**src/rtl/jtkicker_romarb.sv**
```systemverilog
// Two-requester ROM arbiter sharing one SDRAM port, one cached word per requester.
// Define JTKICKER_ARB_RR_EN for round-robin instead of fixed priority on contention.
module jtkicker_romarb #(
   parameter int AW    = 13,
   parameter bit BANK1 = 1'b1
) (
   input  logic          clk,
   input  logic          rst,
   input  logic [AW-1:0] obj_addr,
   input  logic          obj_cs,
   output logic          obj_ok,
   output logic [31:0]   obj_data,
   input  logic [AW-1:0] scr_addr,
   input  logic          scr_cs,
   output logic          scr_ok,
   output logic [31:0]   scr_data,
   output logic [AW:0]   rom_addr,
   output logic          rom_cs,
   input  logic          rom_ok,
   input  logic [31:0]   rom_data
);

   typedef enum logic [1:0] {
      IDLE,
      WAIT0,
      WAIT1,
      GAP
   } state_t;

   state_t        r_state;
   state_t        w_next;
   logic          r_first;
   logic          r_cs;
   logic [AW:0]   r_raddr;
   logic          r_valid0;
   logic          r_valid1;
   logic [AW-1:0] r_addr0;
   logic [AW-1:0] r_addr1;
   logic [31:0]   r_data0;
   logic [31:0]   r_data1;
   logic          w_pend0;
   logic          w_pend1;
   logic          w_pick1;
   logic          w_grant;
   logic          w_done;
`ifdef JTKICKER_ARB_RR_EN
   logic          r_last;
`endif

   assign obj_ok   = obj_cs & r_valid0 & (obj_addr == r_addr0);
   assign scr_ok   = scr_cs & r_valid1 & (scr_addr == r_addr1);
   assign obj_data = r_data0;
   assign scr_data = r_data1;
   assign rom_cs   = r_cs;
   assign rom_addr = r_raddr;

   assign w_pend0 = obj_cs & ~obj_ok;
   assign w_pend1 = scr_cs & ~scr_ok;

`ifdef JTKICKER_ARB_RR_EN
   // on contention, serve whoever was not granted last
   assign w_pick1 = w_pend1 & (~w_pend0 | ~r_last);
`else
   assign w_pick1 = w_pend1 & ~w_pend0;
`endif

   always_comb begin
      w_next  = r_state;
      w_grant = 1'b0;
      w_done  = 1'b0;
      unique case (r_state)
         IDLE: begin
            if (w_pend0 | w_pend1) begin
               w_grant = 1'b1;
               w_next  = w_pick1 ? WAIT1 : WAIT0;
            end
         end
         WAIT0, WAIT1: begin
            // first wait cycle carries the previous address's ack
            if (!r_first && rom_ok) begin
               w_done = 1'b1;
               w_next = GAP;
            end
         end
         GAP: w_next = IDLE;
      endcase
   end

   always_ff @(posedge clk or posedge rst) begin
      if (rst) begin
         r_state  <= IDLE;
         r_first  <= 1'b0;
         r_cs     <= 1'b0;
         r_raddr  <= '0;
         r_valid0 <= 1'b0;
         r_valid1 <= 1'b0;
         r_addr0  <= '0;
         r_addr1  <= '0;
         r_data0  <= '0;
         r_data1  <= '0;
`ifdef JTKICKER_ARB_RR_EN
         r_last   <= 1'b1;
`endif
      end else begin
         r_state <= w_next;
         r_first <= w_grant;
         if (w_grant) begin
            r_cs <= 1'b1;
            if (w_pick1) begin
               r_raddr  <= {BANK1, scr_addr};
               r_addr1  <= scr_addr;
               r_valid1 <= 1'b0;
            end else begin
               r_raddr  <= {~BANK1, obj_addr};
               r_addr0  <= obj_addr;
               r_valid0 <= 1'b0;
            end
`ifdef JTKICKER_ARB_RR_EN
            r_last <= w_pick1;
`endif
         end
         if (w_done) begin
            r_cs <= 1'b0;
            if (r_state == WAIT1) begin
               r_data1  <= rom_data;
               r_valid1 <= 1'b1;
            end else begin
               r_data0  <= rom_data;
               r_valid0 <= 1'b1;
            end
         end
      end
   end

endmodule

```
**config.mk**
```make
export PLATFORM = sky130hd
export DESIGN_NAME = jtkicker_romarb
export DESIGN_NICKNAME = d
export VERILOG_FILES = /design/src/rtl/jtkicker_romarb.sv
export SDC_FILE = /design/constraint.sdc
export NUM_CORES = 1
export LEC_CHECK = 0
export BUFFER_PORTS_ARGS = -buffer_cell sky130_fd_sc_hd__buf_2
export CORE_MARGIN = 3
export CORE_UTILIZATION = 46
export CTS_CLUSTER_DIAMETER = 100
export DETAILED_ROUTE_END_ITERATION = 16
export PLACE_DENSITY = 0.76
export SLEW_MARGIN = 30
export SYNTH_ARGS = -nofsm -noshare
export SYNTH_HDL_FRONTEND = slang
export SYNTH_SLANG_ARGS = --single-unit
```
**constraint.sdc**
```tcl
create_clock -name clk -period 3.42 [get_ports clk]
set_input_delay 0.342 -clock clk [delete_from_list [all_inputs] [get_ports clk]]
set_output_delay 0.342 -clock clk [all_outputs]
set_load 0.03 [all_outputs]
```
==> reports/results.tsv, run 1 <==
metric	value	unit
postRouteAntennaNets	0	
combPwrFrac	49.5	%
clk_latency	360	ps
synthCells	336	
wl	10500	um
finalHoldViolCount	0	
die_x	107	um
crit_arrival	2920	ps
synth_edf_count	0	
cts_resized	0	
synth_common_cells	dfrtp_1 (110), mux2_2 (71), nand2_1 (20), nor2_1 (20), xnor2_1 (16)	
numCtsBuffers	9	
nNetsFinal	546	
clock_skew	10.0	ps
worst_ir_drop_vdd	0.610	mV
hold_path.class	input pin to asynchronous set/reset pin	
crit_family	adder cells	
path_buf_inv	2	
cts_tree	done	
clockBufferDepth	2	
dieArea	11500	um^2
synth_async_sr_flop_share	100	%
drv_slew	0	
dp_hpwl	7890	um
start_util	47.8	%
power.leakage	0.00285	uW
die_h	107	um
fmax	375	MHz
first_pass_iters	4	
yosys_warnings	0	
via_per_inst	5.17	
startpoint_type	register	
clock_power_share	13.0	%
synth_cell_types	41	
slowest_delay	620	ps
syn_area	4730	um^2
drt_iter0_markers	146	
netlist_top_cells_area	dfrtp_1 (58%), mux2_2 (17%), xnor2_1 (3.0%)	
critPathRequiredTime	3680	ps
cts_hold_buf	0	
route.vias.total	3198	
ctsRootBufferMaster	clkbuf_8	
p_sw_share	42.2	%
crit_slowest_cell	ha_1	
outcome	completed	
period_needed	2670	ps
setup_slack	754	ps
rr_startpoint	r_state[0]	
setup_viol	0	
grt_overflow	0	
synth_top_cell_area_share	58.2	%
end_kind	register	
drive_above_1_share	52.8	%
p_sw	2600	uW
post-cts-setup-buffers	0	
period_share	78.0	%
coreArea	9910	um^2
worst_pin_slew	700	ps
avgSynthCellArea	14.1	um^2
ys_seq_elements	110	
gp_congestion	0.805	
multi_input_area	1830	um^2
io_pins	144	
yosys.area.top_type	dfrtp_1	
insertedDiodeCount	0	
worstPathCellList	inv_1 -> ha_1 -> nand3_1 -> o41ai_2 -> and3_1 -> buf_4 -> mux2_2	
r2r_slack	750	ps
grt_max_degree	57	
pwr-share-seq	37.5	%
wl_per_cell	17.0	um
synth_seq_area_share	58.2	%
area_growth	21.5	%
rr_worst_depth	7	
synth_top_flop_cell	dfrtp_1	
grt_pass1_wl	16800	um
regArea	2750	um^2
timing.setup.tns	0	ps
cap_violations	0	
power.density	1070	nW/um^2
antenna_found_initial	2	
num-fill-cells	850	
pre_cts_slack	810	ps
finalPower	6150	uW
synthesis.nets	401	
drc_errors	0	
post-synth-top-count-cell	dfrtp_1	
crit_fanout	27	
grtUsageTotal	18.8	%
io_buffers	143	
p_int	3550	uW
crit_type	register to register	
rows	36	
cts_htree_levels	3	
clk_pin_slew_worst_paths	100	ps
grt_pass1_vias	3397	
slew_headroom	53.3	%
rsz0062_at_grt	false	
clock-sinks	110	
r2r-end	r_addr1[7]	
-- per-stage QoR --
| step | instances | util, % | instance area (um^2) | hold slack (ps) |
|---|---|---|---|---|
| 3_3_place_gp | 603 | 55.9 | 5540 | 480 |
| 6_report | 618 | 58.0 | 5750 | 93.7 |
| 3_5_place_dp | 603 | 55.9 | 5540 | 488 |
| 5_1_grt | 618 | 58.0 | 5750 | 128 |
| 4_1_cts | 618 | 58.0 | 5750 | 101 |
| 2_1_floorplan | 336 | - | 4730 | 471 |
-- registers in the layout (all words and copies together), names as in the netlist --
register	cells
scr_data	32
r_valid0	1
rom_addr	14
r_addr0	13
r_state	2
r_first	1
r_addr1	13
obj_data	32
rom_cs	1
r_valid1	1
-- cells in the final DEF, fill, tap and decap left out, drive strengths merged, types with 2 or more instances in the layout --
cell type  synthesis  routed
nor2              20      20
xnor2             16      16
inv                8       8
dfrtp            110     110
ha                 2       2
nand3              2       2
o41ai              2       2
buf                7     149
nand2             20      20
clkbuf             8      12
nand4              4       4
xor2              10      10
mux2              77      77
a21o              14      14
a221o             13      13
nor4               5       5
o21ai              2       2
-- layer usage --
layer | up-vias | global-route usage, % | routed length (um)
met4 | 4 | 5.23 | 102
met2 | 112 | 31.2 | 5070
met1 | 1599 | 23.1 | 4370
li1 | 1472 | - | -
met3 | 11 | 6.96 | 934
met5 | - | 0 | 27
-- power by group through the flow --
stage	registers, uW	clock network, uW	logic [uW]
2_1_floorplan	3210	0	1360
3_3_place_gp	2300	0	3000
3_5_place_dp	2330	0	3080
4_1_cts	2310	824	3080
5_1_grt	2380	879	3260
6_report	2300	799	3040
-- final cells by class --
cell class	count	area share (%)
timing repair buffer	149	13.2
tap	133	2.89
multi-input combinational	203	31.8
clock inverter	3	0.740
sequential	110	47.9
clock buffer	12	2.87
inverter	8	0.566
-- worst reg2reg max path: stages (launching register included) --
cell	delay [ps]
dfrtp_1	390
inv_1	120
ha_1	620
nand3_1	180
o41ai_2	340
and3_1	210
buf_4	330
mux2_2	380
-- worst max path at each step --
stage                from           to  depth (start not counted)
3_3_place_gp   r_state[0]   r_addr1[8]                          7
4_1_cts        r_state[0]   r_addr1[7]                          7
5_1_grt        r_state[0]   r_addr1[7]                          7
2_1_floorplan         rst  obj_data[0]                          1
6_report       r_state[0]   r_addr1[7]                          7
3_5_place_dp   r_state[0]   r_addr1[7]                          7
-- logic make-up after synthesis --
family                     synth area share, %
DFF                                       58.2
muxes                                     18.8
and+or+nand+nor                           6.85
AOI/OAI and AO/OA                         7.45
xor gates and xnor gates                  4.81
buffers and inverters                     3.41
adders and majority gates                0.529
Note: power is estimated with default switching activity, not from simulation.
==> inputs of run 2 (changes only) <==
ABC_AREA = 1   (was not set)
CORE_UTILIZATION = 52   (was 46)
PLACE_DENSITY = 0.8   (was 0.76)
clock period = 2.6 ns   (was 3.42 ns; I/O delays follow)
==> run 2 against run 1 <==
Highest routed layer is now met4; wire length rose by 15%; critical endpoint is now scr_ok; area after synthesis rose by 4.9%; clock power rose by 30%; critical path type is now register to primary output.
==> reports/results.tsv, run 2 <==
metric	value	unit	change
grt_overflow	0		unchanged
hold_path.class	input pin to asynchronous set/reset pin		
setup_viol	0		unchanged
first_pass_iters	5		+1
clk_latency	380	ps	+20 ps
wl_per_cell	13.6	um	-20%
critPathRequiredTime	2340	ps	-1340 ps
drt_iter0_markers	284		+95%
dieArea	10800	um^2	-6.8%
rsz0062_at_grt	false		
crit_arrival	1860	ps	-1060 ps
numCtsBuffers	9		unchanged
clk_pin_slew_worst_paths	110	ps	about the same
num-fill-cells	811		-4.6%
crit_fanout	3		-89%
clock_skew	17.7	ps	+7.69 ps
fin_area	6020	um^2	+4.6%
cap_violations	0		unchanged
nNetsFinal	820		+50%
io_pins	144		unchanged
synthCells	620		+85%
die_x	104	um	-3.5%
p_int	4040	uW	+14%
wl	12100	um	+15%
p_sw	3840	uW	+48%
cts_resized	0		unchanged
drive_above_1_share	23.0	%	-30 points
combPwrFrac	48.0	%	-1.5 points
grt_max_degree	66		+16%
grt_pass1_wl	20300	um	+21%
netlist_top_cells_area	dfrtp_1 (55%), nand2_1 (18%), inv_1 (7.0%)		
worst_pin_slew	769	ps	+69.1 ps
coreArea	9240	um^2	-6.8%
synth_cell_types	25		-39%
antenna_found_initial	0		-2
die_h	104	um	-3.5%
outcome	completed		
crit_start	r_addr1[11]		
synth_edf_count	0		unchanged
yosys_warnings	0		unchanged
synthesis.nets	685		+71%
pwr-share-seq	38.8	%	+1.3 points
fin_hold_ws	7.49	ps	-86.2 ps
placed_area	5810	um^2	+4.8%
p_sw_share	48.7	%	+6.5 points
area_growth	21.2	%	
yosys.area.top_type	dfrtp_1		
synth_top_flop_cell	dfrtp_1		
crit_type	register to primary output		
rr_startpoint	r_state[1]		
route.vias.total	4439		+39%
synth_top_cell_area_share	55.4	%	-2.7 points
synth_common_cells	nand2_1 (233), dfrtp_1 (110), inv_1 (92)		
startpoint_type	register		
worst_ir_drop_vdd	0.672	mV	+10%
gp_congestion	0.898		+12%
power.leakage	0.00353	uW	+24%
drc_errors	0		unchanged
drv_slew	0		unchanged
post-synth-top-count-cell	nand2_1		
clockBufferDepth	2		unchanged
r2r_slack	490	ps	-260 ps
end_kind	primary output		
power.density	1310	nW/um^2	+23%
synth_seq_area_share	55.4	%	-2.7 points
slew_headroom	48.6	%	-4.7 points
clock-sinks	110		unchanged
postRouteAntennaNets	0		unchanged
layout_common_cells	nand2_1 (231), buf_2 (143), dfrtp_1 (110)		
start_util	53.7	%	+6.0 points
ctsRootBufferMaster	clkbuf_8		
layout_commonest_cell	nand2_1		
insertedDiodeCount	0		unchanged
period_needed	2120	ps	
period_share	81.4	%	
dp_hpwl	9190	um	+17%
cts_htree_levels	3		unchanged
via_per_inst	4.99		-3.5%
rows	35		-2.8%
cts_tree	done		
io_buffers	143		unchanged
grtUsageTotal	23.0	%	+4.2 points
syn_area	4960	um^2	+4.9%
clock_power_share	13.2	%	+0.2 points
fmax	473	MHz	
finalHoldViolCount	0		unchanged
ys_seq_elements	110		unchanged
post-cts-setup-buffers	0		unchanged
synth_async_sr_flop_share	100	%	unchanged
timing.setup.tns	0	ps	unchanged
avgSynthCellArea	8.01	um^2	-43%
grt_pass1_vias	4313		+27%
cts_hold_buf	0		unchanged
run 2: cell types whose count changed in the layout (fill, tap and decap cells not counted), sizes merged, moves of 3 or more:
cell	delta
nand2	+217
inv	+88
mux2	-77
o21ai	+65
nand4	+31
xnor2	-15
a21o	-14
nand3	+14
a221o	-13
xor2	-10
nor2	+6
nor4	-4
clkbuf	-3
run 2: kinds of logic (layout without fill, tap and decap cells):
group | after synthesis | count (layout) | synth area share (%)
simple gates | 320 | 320 | 27.3
buf+inv | 118 | 258 | 9.50
flops | 110 | 110 | 55.4
compound gates | 69 | 69 | 7.11
fa+ha+maj | 2 | 2 | 0.504
xor+xnor | 1 | 1 | 0.176
run 2: cell type report:
cell class                      count  area (um^2)  area share, %
Sequential cell                   110         2750           45.7
Multi-Input combinational cell    392         1750           29.0
Timing Repair Buffer              149          798           13.3
Inverter                           93          353           5.86
Tap cell                          129          161           2.68
Clock buffer                        9          124           2.06
Clock inverter                      7         83.8           1.39
run 2: per-layer routing:
metal	track usage [%]	part of all wire, %	routed length, um
met3	7.35	9.0	1080
met4	6.08	1.2	150
met5	0	0	0
met2	37.9	48	5820
met1	29.6	42	5050
run 2: worst paths after layout:
check                               end  depth (start not counted)
max in group asynchronous   scr_data[5]                          3
min in group clk           obj_data[15]                          3
min                         r_addr0[12]                          2
max reg2reg                obj_data[30]                          7
max                              scr_ok                          5
min reg2reg                  r_addr1[0]                          2
run 2: power groups by stage:
| stage | clock [uW] | combinational (uW) | sequential [uW] |
|---|---|---|---|
| 2_1_floorplan | 0 | 1510 | 4180 |
| 3_3_place_gp | 0 | 3690 | 3030 |
| 3_5_place_dp | 0 | 3820 | 3060 |
| 4_1_cts | 1060 | 3810 | 3050 |
| 5_1_grt | 1130 | 4190 | 3150 |
| 6_report | 1040 | 3780 | 3060 |
run 2: worst max-delay path, cell delays in order, from the launching register on:
cell and delay, ps:
dfrtp_1 410, nand2_1 100, nand2_1 50, or3_1 390, nor4_1 280, buf_2 260
run 2: per-stage QoR:
stage	utilization [%]	setup slack [ps]	power, uW	std cells
after floorplan	-	534	5690	620
after global placement	62.9	621	6720	873
after detailed placement	62.9	487	6880	873
after CTS	65.1	457	7920	889
after global routing	65.1	230	8470	889
final	65.1	484	7880	889
